`src/rtl/acc8_seq.sv`:
```
// acc8_seq: handshaked 8-bit accumulator sequencer (CLR/LOAD/SUB/ADD) with carry/ovf/zero flags.
// Optional build macro ACC8_SAT_EN: unsigned saturation of ADD/SUB results.
module acc8_seq (
    input  logic       clk,
    input  logic       rst,
    input  logic       in_valid,
    output logic       in_ready,
    input  logic [1:0] op,
    input  logic [7:0] operand,
    output logic       out_valid,
    input  logic       out_ready,
    output logic [7:0] acc,
    output logic       carry,
    output logic       ovf,
    output logic       zero
);

    typedef enum logic [1:0] {IDLE, EXEC, RESP} state_t;
    typedef enum logic [1:0] {OP_CLR = 2'b00, OP_LOAD = 2'b01, OP_SUB = 2'b10, OP_ADD = 2'b11} op_t;

    typedef struct packed {
        op_t        op;
        logic [7:0] operand;
    } cmd_t;

    state_t     state, state_nxt;
    cmd_t       cmd;
    logic       accept;
    logic       retire;

    logic [7:0] b_eff;
    logic [8:0] raw;
    logic       raw_ovf;
    logic [7:0] res_acc;
    logic       res_carry;
    logic       res_ovf;

    assign accept = in_valid && in_ready;
    assign retire = out_valid && out_ready;
    assign zero   = (acc == 8'h00);

    always_comb begin
        state_nxt = state;
        in_ready  = 1'b0;
        out_valid = 1'b0;
        case (state)
            IDLE: begin
                in_ready = !rst;
                if (accept) state_nxt = EXEC;
            end
            EXEC: state_nxt = RESP;
            RESP: begin
                out_valid = 1'b1;
                if (retire) state_nxt = IDLE;
            end
            default: state_nxt = IDLE;
        endcase
    end

    // op[0] doubles as the datapath mode bit: subtract is acc + ~B + 1.
    always_comb begin
        b_eff   = cmd.op[0] ? cmd.operand : ~cmd.operand;
        raw     = {1'b0, acc} + {1'b0, b_eff} + {8'h00, ~cmd.op[0]};
        raw_ovf = (acc[7] == b_eff[7]) && (raw[7] != acc[7]);
    end

    always_comb begin
        res_acc   = 8'h00;
        res_carry = 1'b0;
        res_ovf   = 1'b0;
        case (cmd.op)
            OP_CLR:  res_acc = 8'h00;
            OP_LOAD: res_acc = cmd.operand;
            OP_SUB, OP_ADD: begin
                res_carry = raw[8];
                res_ovf   = raw_ovf;
`ifdef ACC8_SAT_EN
                // Flags keep the raw result; only the stored value clamps.
                if (cmd.op == OP_ADD && raw[8])
                    res_acc = 8'hFF;
                else if (cmd.op == OP_SUB && !raw[8])
                    res_acc = 8'h00;
                else
                    res_acc = raw[7:0];
`else
                res_acc = raw[7:0];
`endif
            end
            default: res_acc = 8'h00;
        endcase
    end

    always_ff @(posedge clk) begin
        if (rst) begin
            state <= IDLE;
            cmd   <= '{op: OP_CLR, operand: 8'h00};
            acc   <= 8'h00;
            carry <= 1'b0;
            ovf   <= 1'b0;
        end else begin
            state <= state_nxt;
            if (accept)
                cmd <= '{op: op_t'(op), operand: operand};
            if (state == EXEC) begin
                acc   <= res_acc;
                carry <= res_carry;
                ovf   <= res_ovf;
            end
        end
    end

endmodule
```
`config.mk`:
```
export PLATFORM = sky130hd
export DESIGN_NAME = acc8_seq
export DESIGN_NICKNAME = d
export VERILOG_FILES = /design/src/rtl/acc8_seq.sv
export SDC_FILE = /design/constraint.sdc
export NUM_CORES = 1
export LEC_CHECK = 0
export BUFFER_PORTS_ARGS = -buffer_cell sky130_fd_sc_hd__buf_2
export CAP_MARGIN = 20
export CORE_MARGIN = 2
export CORE_UTILIZATION = 58
export DETAILED_ROUTE_END_ITERATION = 10
export GPL_TIMING_DRIVEN = 0
export PLACE_DENSITY = 0.85
export SLEW_MARGIN = 0
export SYNTH_ARGS = -nofsm -noshare
export SYNTH_HDL_FRONTEND = slang
export SYNTH_SLANG_ARGS = --single-unit
```
`constraint.sdc`:
```
create_clock -name clk -period 6.1 [get_ports clk]
set_clock_uncertainty 0.1 [all_clocks]
set_input_delay 1.22 -clock clk [delete_from_list [all_inputs] [get_ports clk]]
set_output_delay 1.22 -clock clk [all_outputs]
set_load 0.005 [all_outputs]
```
Word-level counts from Yosys, hierarchy flattened
Index checks and enable logic that the tools add are counted.
- $lt $le $gt $ge: 0
- add/subtract/negate cells: 2
- eq/ne operators: 9
- reductions and logical operators: 9
- shift operators: 0
- divide/modulo/power cells: 0
- multiplexer cells: 9
- bitwise gates (word level): 2
- $mul: 0
- operators by type and width (cell ; count):
    case mux 8 bit (3 select lines) ; 1
    adder 8 x 8 -> 9 bit ; 1
    adder 9 x 1 -> 9 bit ; 1
    zero test 8 bit ; 1
    two-way mux 8 bit ; 1
    inverter 8 bit ; 1
    equality test 2 bit (second input constant) ; 3
    case mux 2 bit (3 select lines) ; 1
    equality test 2 x 1 -> 1 bit (second input constant) ; 2
    zero test 2 bit ; 2
    two-way mux 1 bit ; 4
    two-way mux 2 bit ; 2
    != test 2 bit (second input constant) ; 2
    logical AND 1 bit ; 3
    AND reduction 2 bit ; 1
    OR reduction 2 bit ; 1
    equality test 1 bit ; 1
    zero test 1 bit ; 1
    != test 1 bit ; 1
    inverter 1 bit ; 1
- latch bits: 0
- memory bits (writable): 0
- word-level logic and storage cells: 37
- output and inout port bits: 13
- ROM bits: 0
- memories: 0
- input port bits: 14
- register bits after elaboration: 22

Logic depth before layout (Yosys ltp)
Gate-level depths: netlist (run 1).
- depth in word-level cells: 7
- depth in mapped cells: 8
- gate-level depth less buffers: 8

Worst setup path before layout (run 1)
Ideal clock, no wire load.
- path kind: input to output
- start: input port rst
- end: output port in_ready
- path slack: 3.352 ns
- path buffers: 0
- arrival: 1.428 ns
- required time: 4.780 ns
- stages on the path: 1
- path through: nor3_1
- longest elaborated chain between the ends: 2
- RTL lines (what ; line ; RTL):
    start: declaration ; 5 ; input logic rst,
    zero test 1 bit ; 48 ; in_ready = !rst;
    two-way mux 1 bit ; 46 ; case (state)
    end: declaration ; 7 ; output logic in_ready,
No other way between the ends.

Worst setup path after layout (run 1)
Ends and elaborated chain as after synthesis.

==> results of run 1 <==
-- worst max-delay path, cell delays in order --
cell,delay [ns]
buf_2,0.15
nor3_1,0.23
buf_2,0.17
-- layout by cell type, fill, tap and decap left out, drive strengths merged --
master and instances:
nand2 31, buf 29, dfxtp 22, a21oi 22
xnor2 11, nor2 10, clkbuf 9, ha 8
o21ai 5, nand2b 4, nor3 4, nor2b 3
or4 2, inv 2, xor2 2, a211oi 2
o211ai 2, a21o 2, nand4 2, and3 2
a221oi 2, and2 1, and2b 1, a2111oi 1
a41oi 1, or2 1, nand4b 1, nor3b 1
nand3 1, o21a 1, o2bb2ai 1, o22ai 1
nand3b 1, o41ai 1, fa 1
-- flip-flops by register name, indices dropped and copies added (netlist names) --
| register | cells |
|---|---|
| ovf | 1 |
| carry | 1 |
| acc | 8 |
| cmd | 10 |
| state | 2 |
-- cell usage after synthesis, drive strengths merged (3+ instances only) --
cell / instances
o21ai: 5
nand2: 31
nor3: 4
ha: 8
nor2b: 3
clkbuf: 5
nor2: 10
a21oi: 22
xnor2: 11
dfxtp: 22
buf: 3
nand2b: 4
-- logic make-up after synthesis --
logic type | after synthesis | synth area share
AOI/OAI and AO/OA | 41 | 0.218
xor gates and xnor gates | 13 | 0.0870
adders and majority gates | 9 | 0.0918
buffers and inverters | 10 | 0.0315
DFF | 22 | 0.337
and+or+nand+nor | 65 | 0.235
-- how the worst max path moves through the flow --
stage | from | end | slack, ns | depth (start not counted)
finish | rst | in_ready | 3.00 | 3
global route | rst | in_ready | 2.98 | 3
CTS | rst | in_ready | 3.01 | 3
detailed placement | rst | in_ready | 3.02 | 3
global placement | rst | in_ready | 3.03 | 3
floorplan | rst | in_ready | 3.35 | 1
-- layout make-up --
class / count / area (sq um)
Sequential cell: 22 / 440
Clock buffer: 4 / 36.3
Inverter: 2 / 7.51
Timing Repair Buffer: 26 / 130
Tap cell: 28 / 35.0
Fill cell: 187 / 659
Multi-Input combinational cell: 128 / 827
Buffer: 8 / 33.8
-- power by group through the flow --
stage	Clock (mW)	Sequential, mW	Combinational (mW)
6_report	0.0838	0.159	0.112
5_1_grt	0.0890	0.160	0.124
4_1_cts	0.0847	0.159	0.111
3_5_place_dp	0	0.162	0.110
3_3_place_gp	0	0.162	0.105
2_1_floorplan	0	0.160	0.0831
-- stage by stage --
stage | hold slack, ns | setup WS, ns | util
CTS | 0.393 | 3.01 | 0.696
detailed placement | 0.376 | 3.02 | 0.679
global route | 0.411 | 2.98 | 0.696
floorplan | 0.358 | 3.35 | -
finish | 0.399 | 3.00 | 0.696
global placement | 0.373 | 3.03 | 0.679
-- metal layers --
| layer | part of all wire | vias up | track usage |
|---|---|---|---|
| li1 | - | 616 | - |
| met3 | 0.054 | 7 | 0.0374 |
| met5 | 0 | - | 0 |
| met2 | 0.46 | 41 | 0.423 |
| met4 | 0.021 | 0 | 0.105 |
| met1 | 0.47 | 565 | 0.344 |
==> impl_metrics.csv, run 1 <==
group,metric,value,unit
status,status,"finished clean",
clock_tree,clock_path_buffers,2,
timing,maxSlewHeadroom,0.670,
placed_design,dpl_cell_area,0.00147,sq mm
synth,yosysTopAreaCell,"dfxtp_1",
placed_design,portBuffers,26,
critical_path,cp.required,4.78,ns
synth,synthCells,160,
synth,synth_cell_types,38,
floorplanning,die_area,0.00265,sq mm
cells_and_area,final_layout_size_suffix_gt1_frac,0.221,
floorplanning,die_height,51.5,um
timing,fin_crit,3.10,ns
timing,timing.final.hold_violations,0,
synth,ys.flop_type,"dfxtp_1",
hold_path,hold_path.startpoint,"cmd[7]",
timing,slew_viol_final,0,
floorplanning,num_rows,17,
floorplanning,start_util,0.603,
hold_path,holdPathStages,2,
clock_tree,clk_pin_slew,0.12,ns
critical_path,critPathArrivalTime,1.78,ns
synth,synth_top_area_frac,0.337,
power_and_ir_drop,peakVddDrop,0.213,mV
placed_design,place_inst,214,
global_routing,grt-ovfl-total,0,
power_and_ir_drop,switching_share,0.332,
flow_run,cap_violations,0,
power_and_ir_drop,power_frac_clock,0.236,
cells_and_area,area_growth,15.4,%
floorplanning,ios,27,
timing,worstMarginPinSlew,0.495,ns
clock_tree,cts_sinks,22,
timing,final.period_utilization,0.508,
clock_tree,ctsResizeCount,0,
clock_tree,cts_tree,"done",
power_and_ir_drop,p_sw,118,uW
detailed_routing,detail_route.iter0.violations,29,
detailed_routing,ant_nets,0,
power_and_ir_drop,seqPwrFrac,0.448,
detailed_routing,vias,1229,
critical_path,r2r-end,"acc[6]",
placed_design,hpwl,2310,um
power_and_ir_drop,power_frac_comb,0.315,
synth,synth_area_per_cell,8.18,sq um
critical_path,r2r_cells,8,
synth,synth-edff-count,0,
critical_path,reg2reg_from,"cmd[8]",
clock_tree,cts_buffers,3,
power_and_ir_drop,power_density,235,mW/mm^2
clock_tree,cts_setup_buffers,0,
cells_and_area,final_cell_area,0.00151,sq mm
detailed_routing,first_pass_iters,4,
detailed_routing,viasPerCell,5.64,
clock_tree,cts_root_buffer,"clkbuf_4",
critical_path,startpoint_type,"primary input",
critical_path,cp-end-kind,"output port",
timing,setup_tns,0,ns
timing,clock.fmax,0.323,GHz
global_routing,grt_pass1_vias,1126,
global_routing,grt_max_degree,13,
detailed_routing,wl,3050,um
synth,syn_area,0.00131,sq mm
power_and_ir_drop,power,355,uW
detailed_routing,drc,0,
cells_and_area,final_nets,214,
timing,setup_violations,0,
clock_tree,htreeDepth,1,
synth,synth_top_cells_by_area,"dfxtp_1, nand2_1, a21oi_1",
placed_design,gp_congestion,0.963,
synth,ys_seq_elements,22,
cells_and_area,n_antenna_cell,0,
floorplanning,core,0.00217,sq mm
critical_path,crit_type,"primary input to output port",
global_routing,grt_pass1_wl,5100,um
synth,seq_area_frac_synth,0.337,
clock_tree,clock_latency,0.32,ns
global_routing,grtUsageTotal,0.259,
power_and_ir_drop,power.leakage,0.637,nW
synth,ys.warnings.count,0,
synth,syn_nets,183,
critical_path,r2r_slack,3.70,ns
synth,synth-async-reset-ratio,0,
detailed_routing,wl_per_cell,14.0,um
floorplanning,die_w,51.5,um
hold_path,min_delay_worst_endpoint,"cmd[7]",
cells_and_area,fin_cells,218,
global_routing,antenna_found_initial,0,
power_and_ir_drop,power.internal,237,uW
hold_path,hp-class,"register to register",
clock_tree,postCtsHoldBufs,0,
critical_path,worstPathMaxFanout,6,
timing,rsz0062_at_grt,"false",
Note: power is estimated with default switching activity, not from simulation.
==> inputs of run 2 (changes only) <==
Settings changed: CORE_UTILIZATION 58 to 53, PLACE_DENSITY 0.85 to 0.79.
Clock period 6.1 ns to 3.03 ns, I/O delays scaled along.
==> impl_metrics.csv, run 2 (synthesis results as in run 1) <==
group,metric,value,unit
timing,setup_violations,0,
timing,slew_viol_final,0,
power_and_ir_drop,power,679,uW
critical_path,reg2reg_from,"cmd[8]",
clock_tree,cts_sinks,22,
cells_and_area,final_layout_size_suffix_gt1_frac,0.217,
clock_tree,clock_latency,0.31,ns
power_and_ir_drop,power.leakage,0.630,nW
hold_path,holdPathStages,2,
cells_and_area,top_register,"cmd",
clock_tree,cts_root_buffer,"clkbuf_4",
detailed_routing,viasPerCell,5.61,
timing,fin_crit,2.56,ns
detailed_routing,drc,0,
flow_run,cap_violations,0,
timing,clock.fmax,0.391,GHz
clock_tree,cts_buffers,3,
placed_design,hpwl,2280,um
cells_and_area,most-common-layout-cells,"nand2_1, buf_2, dfxtp_1",
global_routing,grtUsageTotal,0.232,
critical_path,critPathArrivalTime,2.65,ns
critical_path,r2r_cells,8,
placed_design,portBuffers,26,
detailed_routing,ant_nets,0,
critical_path,startpoint_type,"register",
floorplanning,die_area,0.00288,sq mm
timing,worstMarginPinSlew,0.528,ns
placed_design,gp_congestion,0.991,
timing,timing.final.hold_violations,0,
clock_tree,clk_pin_slew,0.12,ns
detailed_routing,wl,3040,um
timing,rsz0062_at_grt,"false",
cells_and_area,largest_register_ff_count,10,
cells_and_area,area_growth,14.5,%
global_routing,grt_pass1_vias,1098,
clock_tree,postCtsHoldBufs,0,
power_and_ir_drop,power_density,453,mW/mm^2
cells_and_area,final_common_cell,"nand2_1",
critical_path,cp-end-kind,"register",
detailed_routing,first_pass_iters,5,
floorplanning,ios,27,
timing,setup_tns,0,ns
global_routing,grt_pass1_wl,4850,um
cells_and_area,final_nets,214,
status,status,"finished clean",
timing,maxSlewHeadroom,0.648,
hold_path,hp-class,"register to register",
critical_path,cp.required,3.12,ns
global_routing,grt-ovfl-total,0,
clock_tree,cts_setup_buffers,0,
cells_and_area,n_antenna_cell,0,
clock_tree,clock_path_buffers,2,
detailed_routing,detail_route.iter0.violations,55,
clock_tree,cts_tree,"done",
critical_path,setup.worst_path.start,"cmd[8]",
floorplanning,die_w,53.7,um
cells_and_area,reg_top3,"cmd: 10 flops, acc: 8 flops, state: 2 flops",
detailed_routing,vias,1228,
floorplanning,core,0.00241,sq mm
timing,final.period_utilization,0.844,
critical_path,crit_type,"register to register",
floorplanning,num_rows,18,
critical_path,r2r_slack,0.47,ns
floorplanning,start_util,0.543,
clock_tree,ctsResizeCount,0,
global_routing,antenna_found_initial,0,
floorplanning,die_height,53.7,um
clock_tree,htreeDepth,1,
detailed_routing,wl_per_cell,13.9,um
critical_path,worstPathMaxFanout,10,
hold_path,hold_path.startpoint,"ovf",
global_routing,grt_max_degree,12,
power_and_ir_drop,peakVddDrop,0.388,mV
run 2: cell count changes in the layout (fill, tap and decap cells not counted):
cell / delta
clkbuf_8: -1
run 2: area by class of cell:
class	instances	area, sq um
Multi-Input combinational cell	128	827
Timing Repair Buffer	26	130
Fill cell	225	911
Tap cell	30	37.5
Inverter	2	7.51
Buffer	8	33.8
Sequential cell	22	440
Clock buffer	3	22.5
run 2: per-layer routing:
metal	vias to the layer above	wire length [um]	GRT usage
li1	616	-	-
met1	550	1320	0.317
met2	56	1470	0.352
met3	6	206	0.0417
met4	0	43	0.107
met5	-	0	0
run 2: worst paths after layout:
kind,to
setup / recovery,acc[6]
hold / removal,ovf
setup reg to reg,acc[6]
hold reg to reg,ovf
run 2: per-stage QoR:
step                 util  worst slack (ns)  cell area [sq um]  hold slack (ns)  std cells
floorplan               -             0.856               1310            0.358        160
global placement    0.613             0.596               1480            0.372        216
detailed placement  0.613             0.525               1480            0.378        216
CTS                 0.622             0.491               1500            0.406        219
global route        0.622             0.366               1500            0.425        219
finish              0.622             0.474               1500            0.402        219
run 2: power breakdown:
| part | switching (mW) | total, mW | leakage (nW) | internal, mW |
|---|---|---|---|---|
| clock network | 0.0875 | 0.134 | 0.0138 | 0.0465 |
| registers | 0.0169 | 0.320 | 0.179 | 0.304 |
| logic | 0.125 | 0.225 | 0.437 | 0.0996 |
run 2: worst max-delay path, cell delays in order, from the launching register on:
cell and delay, ns:
dfxtp_1 0.41, buf_2 0.30, xnor2_1 0.18, fa_1 0.46, a21o_1 0.20, a21oi_2 0.19
o21ai_2 0.09, xnor2_1 0.14, a2111oi_2 0.36
